`src/rtl/rc4_seq_pkg.sv`:
```
// Shared types and constants for the RC4 key-search sequencer.
// Optional feature macro: RC4_SEQ_WATCHDOG_EN adds the WD_ERR state.
package rc4_seq_pkg;

    // Default last key of the search range (full 22-bit switch range)
    localparam logic [23:0] KEY_END_DEFAULT = 24'h3FFFFF;

    // One-hot-ish codes so each state lights a distinct LED
    typedef enum logic [7:0] {
        S_IDLE      = 8'h01,
        S_CLEAR     = 8'h02,
        S_LAUNCH    = 8'h04,
        S_RUN       = 8'h08,
        S_CHECK     = 8'h10,
        S_NEXT_KEY  = 8'h20,
        S_FOUND     = 8'h40,
`ifdef RC4_SEQ_WATCHDOG_EN
        S_EXHAUSTED = 8'h80,
        S_WD_ERR    = 8'hFF
`else
        S_EXHAUSTED = 8'h80
`endif
    } seq_state_t;

    // Width of the phase index register; never below one bit
    function automatic int phase_idx_w(input int n_phases);
        return (n_phases > 1) ? $clog2(n_phases) : 1;
    endfunction

endpackage

```
`src/rtl/rc4_crack_sequencer_if.sv`:
```
// Start/done handshake bundle between the sequencer and the per-phase FSMs.
interface rc4_crack_sequencer_if #(
    parameter int N_PHASES = 5
);
    logic                clear_all;
    logic [N_PHASES-1:0] phase_start;
    logic [N_PHASES-1:0] phase_go;
    logic [N_PHASES-1:0] phase_done;
    logic                key_valid;

    modport master (
        output clear_all, phase_start, phase_go,
        input  phase_done, key_valid
    );

    modport slave (
        input  clear_all, phase_start, phase_go,
        output phase_done, key_valid
    );
endinterface

```
`src/rtl/rc4_key_stepper.sv`:
```
// Loadable candidate-key counter with an end-of-range compare.
module rc4_key_stepper #(
    parameter int                   KEY_WIDTH = 24,
    parameter logic [KEY_WIDTH-1:0] KEY_START = '0,
    parameter logic [KEY_WIDTH-1:0] KEY_END   = '1
) (
    input  logic                 clk,
    input  logic                 rst,
    input  logic                 load,
    input  logic                 inc,
    output logic [KEY_WIDTH-1:0] key,
    output logic                 at_end
);

    assign at_end = (key == KEY_END);

    // Key register: load restarts the range, inc steps but never wraps past KEY_END
    always_ff @(posedge clk) begin
        if (rst) begin
            key <= KEY_START;
        end else if (load) begin
            key <= KEY_START;
        end else if (inc && !at_end) begin
            key <= key + 1'b1;
        end
    end

endmodule

```
`src/rtl/rc4_crack_sequencer.sv`:
```
// Top-level RC4 key-search sequencer: runs N_PHASES sub-FSMs per candidate key
// and stops on the first valid key or when the key range is exhausted.
// Optional feature macro: RC4_SEQ_WATCHDOG_EN (per-phase timeout, WD_ERR state).
module rc4_crack_sequencer
    import rc4_seq_pkg::*;
#(
    parameter int                   N_PHASES  = 5,
    parameter int                   KEY_WIDTH = 24,
    parameter logic [KEY_WIDTH-1:0] KEY_START = '0,
    parameter logic [KEY_WIDTH-1:0] KEY_END   = KEY_WIDTH'(KEY_END_DEFAULT),
    parameter int                   TIMEOUT_W = 16
) (
    input  logic                   CLOCK_50,
    input  logic                   reset,
    input  logic                   start,
    input  logic                   abort,
    rc4_crack_sequencer_if.master  phase_bus,
    output logic [KEY_WIDTH-1:0]   current_key,
    output logic                   key_found,
    output logic                   search_failed,
    output logic                   wd_error,
    output logic                   busy,
    output logic [7:0]             current_state
);

    localparam int            PW     = phase_idx_w(N_PHASES);
    localparam logic [PW-1:0] LAST_P = PW'(N_PHASES - 1);

    seq_state_t    state;
    logic [PW-1:0] p;
    logic          valid_q;
    logic          waiting;
    logic          key_load;
    logic          key_inc;
    logic          key_at_end;

    function automatic logic [N_PHASES-1:0] phase_onehot(input logic [PW-1:0] idx);
        return N_PHASES'(1) << idx;
    endfunction

`ifdef RC4_SEQ_WATCHDOG_EN
    // Last counter value before the phase is declared hung; the increment
    // taken on this RUN cycle would land on all-ones.
    localparam logic [TIMEOUT_W-1:0] WD_LAST = ~TIMEOUT_W'(1);
    logic [TIMEOUT_W-1:0] wd_cnt;

    assign waiting = (state == S_IDLE) || (state == S_FOUND) ||
                     (state == S_EXHAUSTED) || (state == S_WD_ERR);
`else
    // TIMEOUT_W only sizes the watchdog counter, absent in this build
    logic unused_timeout;
    assign unused_timeout = TIMEOUT_W[0];
    assign wd_error       = 1'b0;

    assign waiting = (state == S_IDLE) || (state == S_FOUND) ||
                     (state == S_EXHAUSTED);
`endif

    // abort outranks start and the key step, so the key is kept on abort
    assign key_load      = waiting && start && !abort;
    assign key_inc       = (state == S_NEXT_KEY) && !abort;
    assign current_state = state;

    rc4_key_stepper #(
        .KEY_WIDTH (KEY_WIDTH),
        .KEY_START (KEY_START),
        .KEY_END   (KEY_END)
    ) u_key_stepper (
        .clk    (CLOCK_50),
        .rst    (reset),
        .load   (key_load),
        .inc    (key_inc),
        .key    (current_key),
        .at_end (key_at_end)
    );

    // Sequencer FSM with registered outputs; abort wins over every transition
    always_ff @(posedge CLOCK_50) begin
        if (reset) begin
            state                 <= S_IDLE;
            p                     <= '0;
            valid_q               <= 1'b0;
            phase_bus.clear_all   <= 1'b0;
            phase_bus.phase_start <= '0;
            phase_bus.phase_go    <= '0;
            key_found             <= 1'b0;
            search_failed         <= 1'b0;
            busy                  <= 1'b0;
`ifdef RC4_SEQ_WATCHDOG_EN
            wd_cnt                <= '0;
            wd_error              <= 1'b0;
`endif
        end else begin
            phase_bus.clear_all   <= 1'b0;
            phase_bus.phase_start <= '0;
            if (abort) begin
                state              <= S_IDLE;
                p                  <= '0;
                phase_bus.phase_go <= '0;
                key_found          <= 1'b0;
                search_failed      <= 1'b0;
                busy               <= 1'b0;
`ifdef RC4_SEQ_WATCHDOG_EN
                wd_error           <= 1'b0;
`endif
            end else if (waiting) begin
                if (start) begin
                    state               <= S_CLEAR;
                    p                   <= '0;
                    phase_bus.clear_all <= 1'b1;
                    busy                <= 1'b1;
                    key_found           <= 1'b0;
                    search_failed       <= 1'b0;
`ifdef RC4_SEQ_WATCHDOG_EN
                    wd_error            <= 1'b0;
`endif
                end
            end else begin
                case (state)
                    S_CLEAR: begin
                        state                 <= S_LAUNCH;
                        phase_bus.phase_start <= phase_onehot(p);
                        phase_bus.phase_go    <= phase_onehot(p);
                    end
                    S_LAUNCH: begin
                        state  <= S_RUN;
`ifdef RC4_SEQ_WATCHDOG_EN
                        wd_cnt <= '0;
`endif
                    end
                    S_RUN: begin
                        // Only the owned phase's done bit is meaningful
                        if (phase_bus.phase_done[p]) begin
                            if (p == LAST_P) begin
                                valid_q            <= phase_bus.key_valid;
                                phase_bus.phase_go <= '0;
                                state              <= S_CHECK;
                            end else begin
                                p                     <= p + 1'b1;
                                phase_bus.phase_start <= phase_onehot(p + 1'b1);
                                phase_bus.phase_go    <= phase_onehot(p + 1'b1);
                                state                 <= S_LAUNCH;
                            end
                        end
`ifdef RC4_SEQ_WATCHDOG_EN
                        else begin
                            wd_cnt <= wd_cnt + 1'b1;
                            if (wd_cnt == WD_LAST) begin
                                state              <= S_WD_ERR;
                                phase_bus.phase_go <= '0;
                                busy               <= 1'b0;
                                wd_error           <= 1'b1;
                            end
                        end
`endif
                    end
                    S_CHECK: begin
                        if (valid_q) begin
                            state     <= S_FOUND;
                            key_found <= 1'b1;
                            busy      <= 1'b0;
                        end else if (key_at_end) begin
                            state         <= S_EXHAUSTED;
                            search_failed <= 1'b1;
                            busy          <= 1'b0;
                        end else begin
                            state <= S_NEXT_KEY;
                        end
                    end
                    S_NEXT_KEY: begin
                        state               <= S_CLEAR;
                        p                   <= '0;
                        phase_bus.clear_all <= 1'b1;
                    end
                    default: begin
                        state <= S_IDLE;
                    end
                endcase
            end
        end
    end

endmodule

```
`src/flat_wrapper.sv`:
```
// flat-port wrapper written by rule: the top's interface ports become plain ports
module rc4_crack_sequencer_flat import rc4_seq_pkg::*;
#(
    parameter int                   N_PHASES  = 5,
    parameter int                   KEY_WIDTH = 24,
    parameter logic [KEY_WIDTH-1:0] KEY_START = '0,
    parameter logic [KEY_WIDTH-1:0] KEY_END   = KEY_WIDTH'(KEY_END_DEFAULT),
    parameter int                   TIMEOUT_W = 16
)
  (CLOCK_50, reset, start, abort, current_key, key_found, search_failed, wd_error, busy, current_state, phase_bus_clear_all, phase_bus_phase_start, phase_bus_phase_go, phase_bus_phase_done, phase_bus_key_valid);
  rc4_crack_sequencer_if #(.N_PHASES(N_PHASES)) phase_bus_i ();
  input  logic CLOCK_50;
  input  logic reset;
  input  logic start;
  input  logic abort;
  output logic [KEY_WIDTH-1:0] current_key;
  output logic key_found;
  output logic search_failed;
  output logic wd_error;
  output logic busy;
  output logic [7:0] current_state;
  output wire logic [$bits(phase_bus_i.clear_all)-1:0] phase_bus_clear_all;
  output wire logic [$bits(phase_bus_i.phase_start)-1:0] phase_bus_phase_start;
  output wire logic [$bits(phase_bus_i.phase_go)-1:0] phase_bus_phase_go;
  input wire logic [$bits(phase_bus_i.phase_done)-1:0] phase_bus_phase_done;
  input wire logic [$bits(phase_bus_i.key_valid)-1:0] phase_bus_key_valid;
  assign phase_bus_clear_all = phase_bus_i.clear_all;
  assign phase_bus_phase_start = phase_bus_i.phase_start;
  assign phase_bus_phase_go = phase_bus_i.phase_go;
  assign phase_bus_i.phase_done = phase_bus_phase_done;
  assign phase_bus_i.key_valid = phase_bus_key_valid;
  rc4_crack_sequencer #(.N_PHASES(N_PHASES), .KEY_WIDTH(KEY_WIDTH), .KEY_START(KEY_START), .KEY_END(KEY_END), .TIMEOUT_W(TIMEOUT_W)) u_core (.CLOCK_50(CLOCK_50), .reset(reset), .start(start), .abort(abort), .phase_bus(phase_bus_i), .current_key(current_key), .key_found(key_found), .search_failed(search_failed), .wd_error(wd_error), .busy(busy), .current_state(current_state));
endmodule
```
`config.mk`:
```
export PLATFORM = sky130hd
export DESIGN_NAME = rc4_crack_sequencer_flat
export DESIGN_NICKNAME = d
export VERILOG_FILES = /design/src/rtl/rc4_seq_pkg.sv /design/src/rtl/rc4_crack_sequencer_if.sv /design/src/rtl/rc4_key_stepper.sv /design/src/rtl/rc4_crack_sequencer.sv /design/src/flat_wrapper.sv
export SDC_FILE = /design/constraint.sdc
export NUM_CORES = 1
export LEC_CHECK = 0
export ABC_AREA = 1
export BUFFER_PORTS_ARGS = -buffer_cell sky130_fd_sc_hd__buf_2
export CAP_MARGIN = 20
export CORE_MARGIN = 8
export CORE_UTILIZATION = 30
export CTS_CLUSTER_DIAMETER = 120
export DETAILED_ROUTE_END_ITERATION = 10
export HOLD_SLACK_MARGIN = 0.1
export MAX_ROUTING_LAYER = met4
export PLACE_DENSITY = 0.49
export SKIP_LAST_GASP = 1
export SYNTH_ARGS = -nofsm -noshare
export SYNTH_HDL_FRONTEND = slang
export SYNTH_SLANG_ARGS = --single-unit
```
`constraint.sdc`:
```
create_clock -name CLOCK_50 -period 1.8 [get_ports CLOCK_50]
set_input_delay 0.36 -clock CLOCK_50 [delete_from_list [all_inputs] [get_ports CLOCK_50]]
set_output_delay 0.36 -clock CLOCK_50 [all_outputs]
set_load 0.02 [all_outputs]
```
# Word-level counts from Yosys, hierarchy flattened

Cells that the tools add are included.

Input bits: 10
Word-level logic and storage cells: 91
Output and inout bits: 47
Flip-flop bits (word level): 50

Reductions and logical operators: 24
Equality and inequality tests: 15
Mux-type cells: 35
$add $sub $neg: 2
Bitwise logic cells: 2
Shift operators: 2
$lt $le $gt $ge: 1

Operator list:

| operator                                        | number |
|---|---|
| two-way mux 8 bit                               | 5 |
| one-hot mux 8 bit (5 select lines)              | 1 |
| adder 24 x 1 -> 24 bit, second input constant   | 1 |
| == test 24 x 22 -> 1 bit, second input constant | 1 |
| two-way mux 5 bit                               | 4 |
| one-hot mux 5 bit (2 select lines)              | 2 |
| two-way mux 1 bit                               | 17 |
| two-way mux 3 bit                               | 4 |
| left shift 1 x 3 -> 5 bit, first input constant | 2 |
| AND reduction 3 bit                             | 3 |
| == test 8 x 1 -> 1 bit, second input constant   | 1 |
| == test 8 x 2 -> 1 bit, second input constant   | 1 |
| == test 8 x 3 -> 1 bit, second input constant   | 1 |
| == test 8 x 4 -> 1 bit, second input constant   | 1 |
| == test 8 x 5 -> 1 bit, second input constant   | 1 |
| == test 8 x 6 -> 1 bit, second input constant   | 1 |
| == test 8 x 7 -> 1 bit, second input constant   | 1 |
| == test 8 bit, second input constant            | 1 |
| AND reduction 4 bit                             | 2 |
| nonzero test 2 bit                              | 4 |
| one-hot mux 3 bit (2 select lines)              | 1 |
| nonzero test 3 bit                              | 2 |
| AND reduction 5 bit                             | 1 |
| logical AND 1 bit                               | 4 |
| other kinds (14)                                | 19 |

# Logic depth before layout (Yosys ltp)

Word-level depth: 6
Depth in mapped cells: 11
Gate-level depth less buffers: 11

# By module

From an unflattened synthesis, not the netlist that was laid out.

Cell total of the unflattened synthesis: 453
Area, all modules: 2,956.6 µm²

By module, submodules not included:

| module              | area an instance (µm²) | seq. area each (µm²) | instances | cells each |
|---|---|---|---|---|
| rc4_key_stepper     | 1,522.7                | 480.5                | 1         | 247 |
| rc4_crack_sequencer | 1,433.9                | 520.5                | 1         | 206 |

# Worst setup path before layout

OpenSTA, ideal clock, no wires.

Path type: register to register
From: register u_core.u_key_stepper.key[0]
To: register u_core.u_key_stepper.key[2]
Period minus slack after synthesis: 1.772 ns
Setup time: 0.123 ns
Required time: 1.677 ns
Cell stages (with the launch flop): 12
Arrival time: 1.649 ns
Slack: 0.028 ns
Path through: dfxtp_1 -> ha_1 -> nand2_2 -> nor2_4 -> nand2_2 -> nor2_2 -> nand2_2 -> nand2_4 -> inv_4 -> buf_6 -> nand2_1 -> a21oi_2

Word-level cells in the longest chain between the ends: 3
Elaborated cells between the ends (all ways): 4

Ends and longest elaborated chain:

| element                                                        | RTL line              | RTL |
|---|---|---|
| start: declaration                                             | rc4_key_stepper.sv:11 | `output logic [KEY_WIDTH-1:0] key,` |
| start signal: assignment                                       | rc4_key_stepper.sv:24 | `key <= key + 1'b1;` |
| branches (longest 3 deep; another with adder 24 x 1 -> 24 bit) | --                    |  |

Parallel ways; which one is timed is not known.
A chain may end at the register's enable or synchronous reset.

# Worst setup path in the final report

From: register u_core.state[7] (netlist: u_core.current_state[7])
To: register u_core.u_key_stepper.key[18]

Word-level cells in the longest chain between the ends: 6
Elaborated cells between the ends (all ways): 11

Ends and longest elaborated chain:

| element                                                                 | RTL line                   | RTL |
|---|---|---|
| start: declaration                                                      | rc4_crack_sequencer.sv:29  | `seq_state_t state;` |
| start signal: assignment                                                | rc4_crack_sequencer.sv:80  | `state <= S_IDLE;` |
| start signal: assignment                                                | rc4_crack_sequencer.sv:97  | `state <= S_IDLE;` |
| start signal: assignment                                                | rc4_crack_sequencer.sv:108 | `state <= S_CLEAR;` |
| == test 8 x 1 -> 1 bit / == test 8 x 7 -> 1 bit (equally long branches) | rc4_crack_sequencer.sv:55  | `assign waiting = (state == S_IDLE) \|\| (state == S_FOUND) \|\|` |
| logical OR 1 bit (2 in series)                                          | rc4_crack_sequencer.sv:55  |  |
| logical AND 1 bit (2 in series)                                         | rc4_crack_sequencer.sv:60  | `assign key_load = waiting && start && !abort;` |
| OR reduction 2 bit (no line)                                            | --                         |  |

Parallel ways exist; a longest one is shown, timed or not.

==> impl_metrics.ini <==
[setup_path]
crit_path_end_kind = flip-flop
critical_path_arrival_ps = 1890
r2r_cells = 10
critPathKind = reg2reg
start_kind = flip-flop
crit_fanout = 22
worstPathRequired_ps = 2030

[sta]
timing.hold.ws_ps = 312
timing.setup.tns_ps = 0
setup_violations = 0
skew_ps = 8.82
worst_slack_ps = 134
rsz0062_at_grt = true
fmax_mhz = 600
hold_viol = 0
period_share_pct = 92.5
period_minus_slack_ps = 1670
maxSlewViolCount = 0

[finish]
drive_gt1_share_pct = 27.3
final_nets = 563
fillers = 1093
diodes = 0
utilization_pct = 37.7
area_growth_pct = 23.4
fin_area_um2 = 3860

[global_routing]
grt_pass1_vias = 2951
grt_usage_pct = 13.1
grt_overflow_total = 0
antenna_found_initial = 0
grt_max_degree = 23
grt_pass1_wl_mm = 14.6

[placement]
port_buffers = 55
dp_slack_ps = 107
gp_congestion = 0.862
dp.final_hpwl_mm = 6.96
postPlaceCellArea_um2 = 3710

[floorplan]
start_util_pct = 30.6
die-width_um = 118
die_height_um = 118
core_area_um2 = 10200
io_pins = 57
rows = 37
dieArea_um2 = 14000

[clocking]
clock_sink_count = 50
clk_latency_ps = 320
cts-root-buf = clkbuf_8
clk_pin_slew_worst_paths_ps = 110
cts_buffers = 5
clockBufferDepth = 2
cts.htree.levels = 2
cts_hold_buffers = 0
cts_tree = done

[synthesis]
post-synth-top-count-cell = nand2_1
ys_dominant_reg_cell = dfxtp_1
yosysWarnings = 0
yosysTopAreaCell = dfxtp_1
ys_seq_area_share_pct = 32.0
avgSynthCellArea_um2 = 6.79
syn_nets = 479
synth_edf_count = 0
async_reset_ff_share_pct = 0
ys_ff_latch = 50
synth_top_area_share_pct = 32.0
synth_commonest_cells = nand2_1 (148), nor2_1 (59), dfxtp_1 (50)
synth_cells = 461
synthTopCellsByArea = dfxtp_1 (32%), nand2_1 (18%), nor2_1 (7.1%)
synth_cell_types = 37
netlist_area_um2 = 3130

[detailed_routing]
post-route-drc-count = 0
first_pass_iters = 4
drtIter0Drc = 153
drt_wl_total_mm = 8.95
vias = 3084
routedWlPerCell_um = 13.1
final_antenna_net_count = 0
vias_per_cell = 4.52

[power_and_ir_drop]
switchingPower_uw = 608
pwr-share-comb_pct = 10.6
p_seq_share_pct = 50.9
clockPowerShare_pct = 38.5
netSwitchingFraction_pct = 27.4
internal_power_uw = 1610
leakage_uw = 0.00169
power_density_nw_per_um2 = 575
peakVddDrop_v = 0.000293

[run]
max-cap-violations = 0

[status]
status = finished, final reports clean

[min_path]
hold_class = in2reg
min_path_cells = 3
==> through the flow <==
stage / power (uW) / instances
finish: 2220 / 682
detailed placement: 1390 / 673
floorplan: 1310 / 461
global placement: 1390 / 673
global route: 2310 / 682
CTS: 2240 / 681
==> placed cells by master, fill, tap and decap left out, drive strengths merged, types with 10 or more instances in the layout <==
cell and n:
a21oi 35, nand3 33, o21ai 10, nand2 156, dfxtp 50, xor2 10, nor2 68, nand4 10
buf 86, inv 52
==> timing repair <==
| item | 4_1_cts | 5_1_grt |
|---|---|---|
| hold endpoints to repair | 0 | 0 |
| resized for setup | 0 | 7 |
| setup buffers | 0 | 1 |
| setup endpoints to repair | 0 | 18 |
==> power groups by stage <==
stage / sequential (uW) / combinational, uW / clock (uW)
floorplan: 1160 / 151 / 0
global placement: 1160 / 231 / 0
detailed placement: 1160 / 232 / 0
CTS: 1130 / 233 / 881
global route: 1130 / 261 / 921
finish: 1130 / 235 / 856
==> critical path: stages (launching register included) <==
cell	delay [ps]
dfxtp_1	360
nor2_1	180
nand3_1	140
nor2_4	140
inv_2	90
nor2_8	110
nand2_4	110
inv_4	220
nand3_1	110
nand2_1	80
nor2_1	40
==> final timing paths <==
kind | start | to | slack (ps)
hold / removal | phase_bus_key_valid | u_core.valid_q | 310
setup reg to reg | u_core.current_state[7] | u_core.u_key_stepper.key[18] | 130
hold reg to reg | u_core.phase_bus.phase_go[1] | u_core.phase_bus.phase_go[1] | 470
setup / recovery | u_core.current_state[7] | u_core.u_key_stepper.key[18] | 130
==> sequential cells by signal (all words and copies together), names as in the netlist <==
register	cells
u_core.busy	1
u_core.current_state	8
u_core.key_found	1
u_core.p	3
u_core.phase_bus.clear_all	1
u_core.phase_bus.phase_go	5
u_core.phase_bus.phase_start	5
u_core.search_failed	1
u_core.u_key_stepper.key	24
u_core.valid_q	1
==> cell type report <==
cell class                      instances  area, um^2  area share (%)
Sequential cell                        50        1000            26.0
Timing Repair Buffer                   86         524            13.6
Inverter                               52         198            5.12
Clock buffer                            5        68.8            1.78
Multi-Input combinational cell        350        1850            48.0
Tap cell                              136         170            4.41
Clock inverter                          3        43.8            1.13
==> per-layer routing <==
metal / wire length, um / GRT usage, % / share of wire (%)
met2: 4110 / 20.7 / 46
met3: 253 / 2.19 / 2.8
met4: 98 / 4.00 / 1.1
met1: 4490 / 16.7 / 50
met5: 0 / - / 0
==> cells by family (layout without fill, tap and decap cells) <==
family / count (synthesis) / count (layout) / synth area share (%)
AOI/OAI and AO/OA: 46 / 46 / 10.4
xor gates and xnor gates: 14 / 14 / 3.92
adders and majority gates: 8 / 8 / 3.20
buffers and inverters: 61 / 146 / 9.44
DFF: 50 / 50 / 32.0
other: 1 / 1 / 0.120
and+or+nand+nor: 281 / 281 / 40.9
Note: power is estimated with default switching activity, not from simulation.
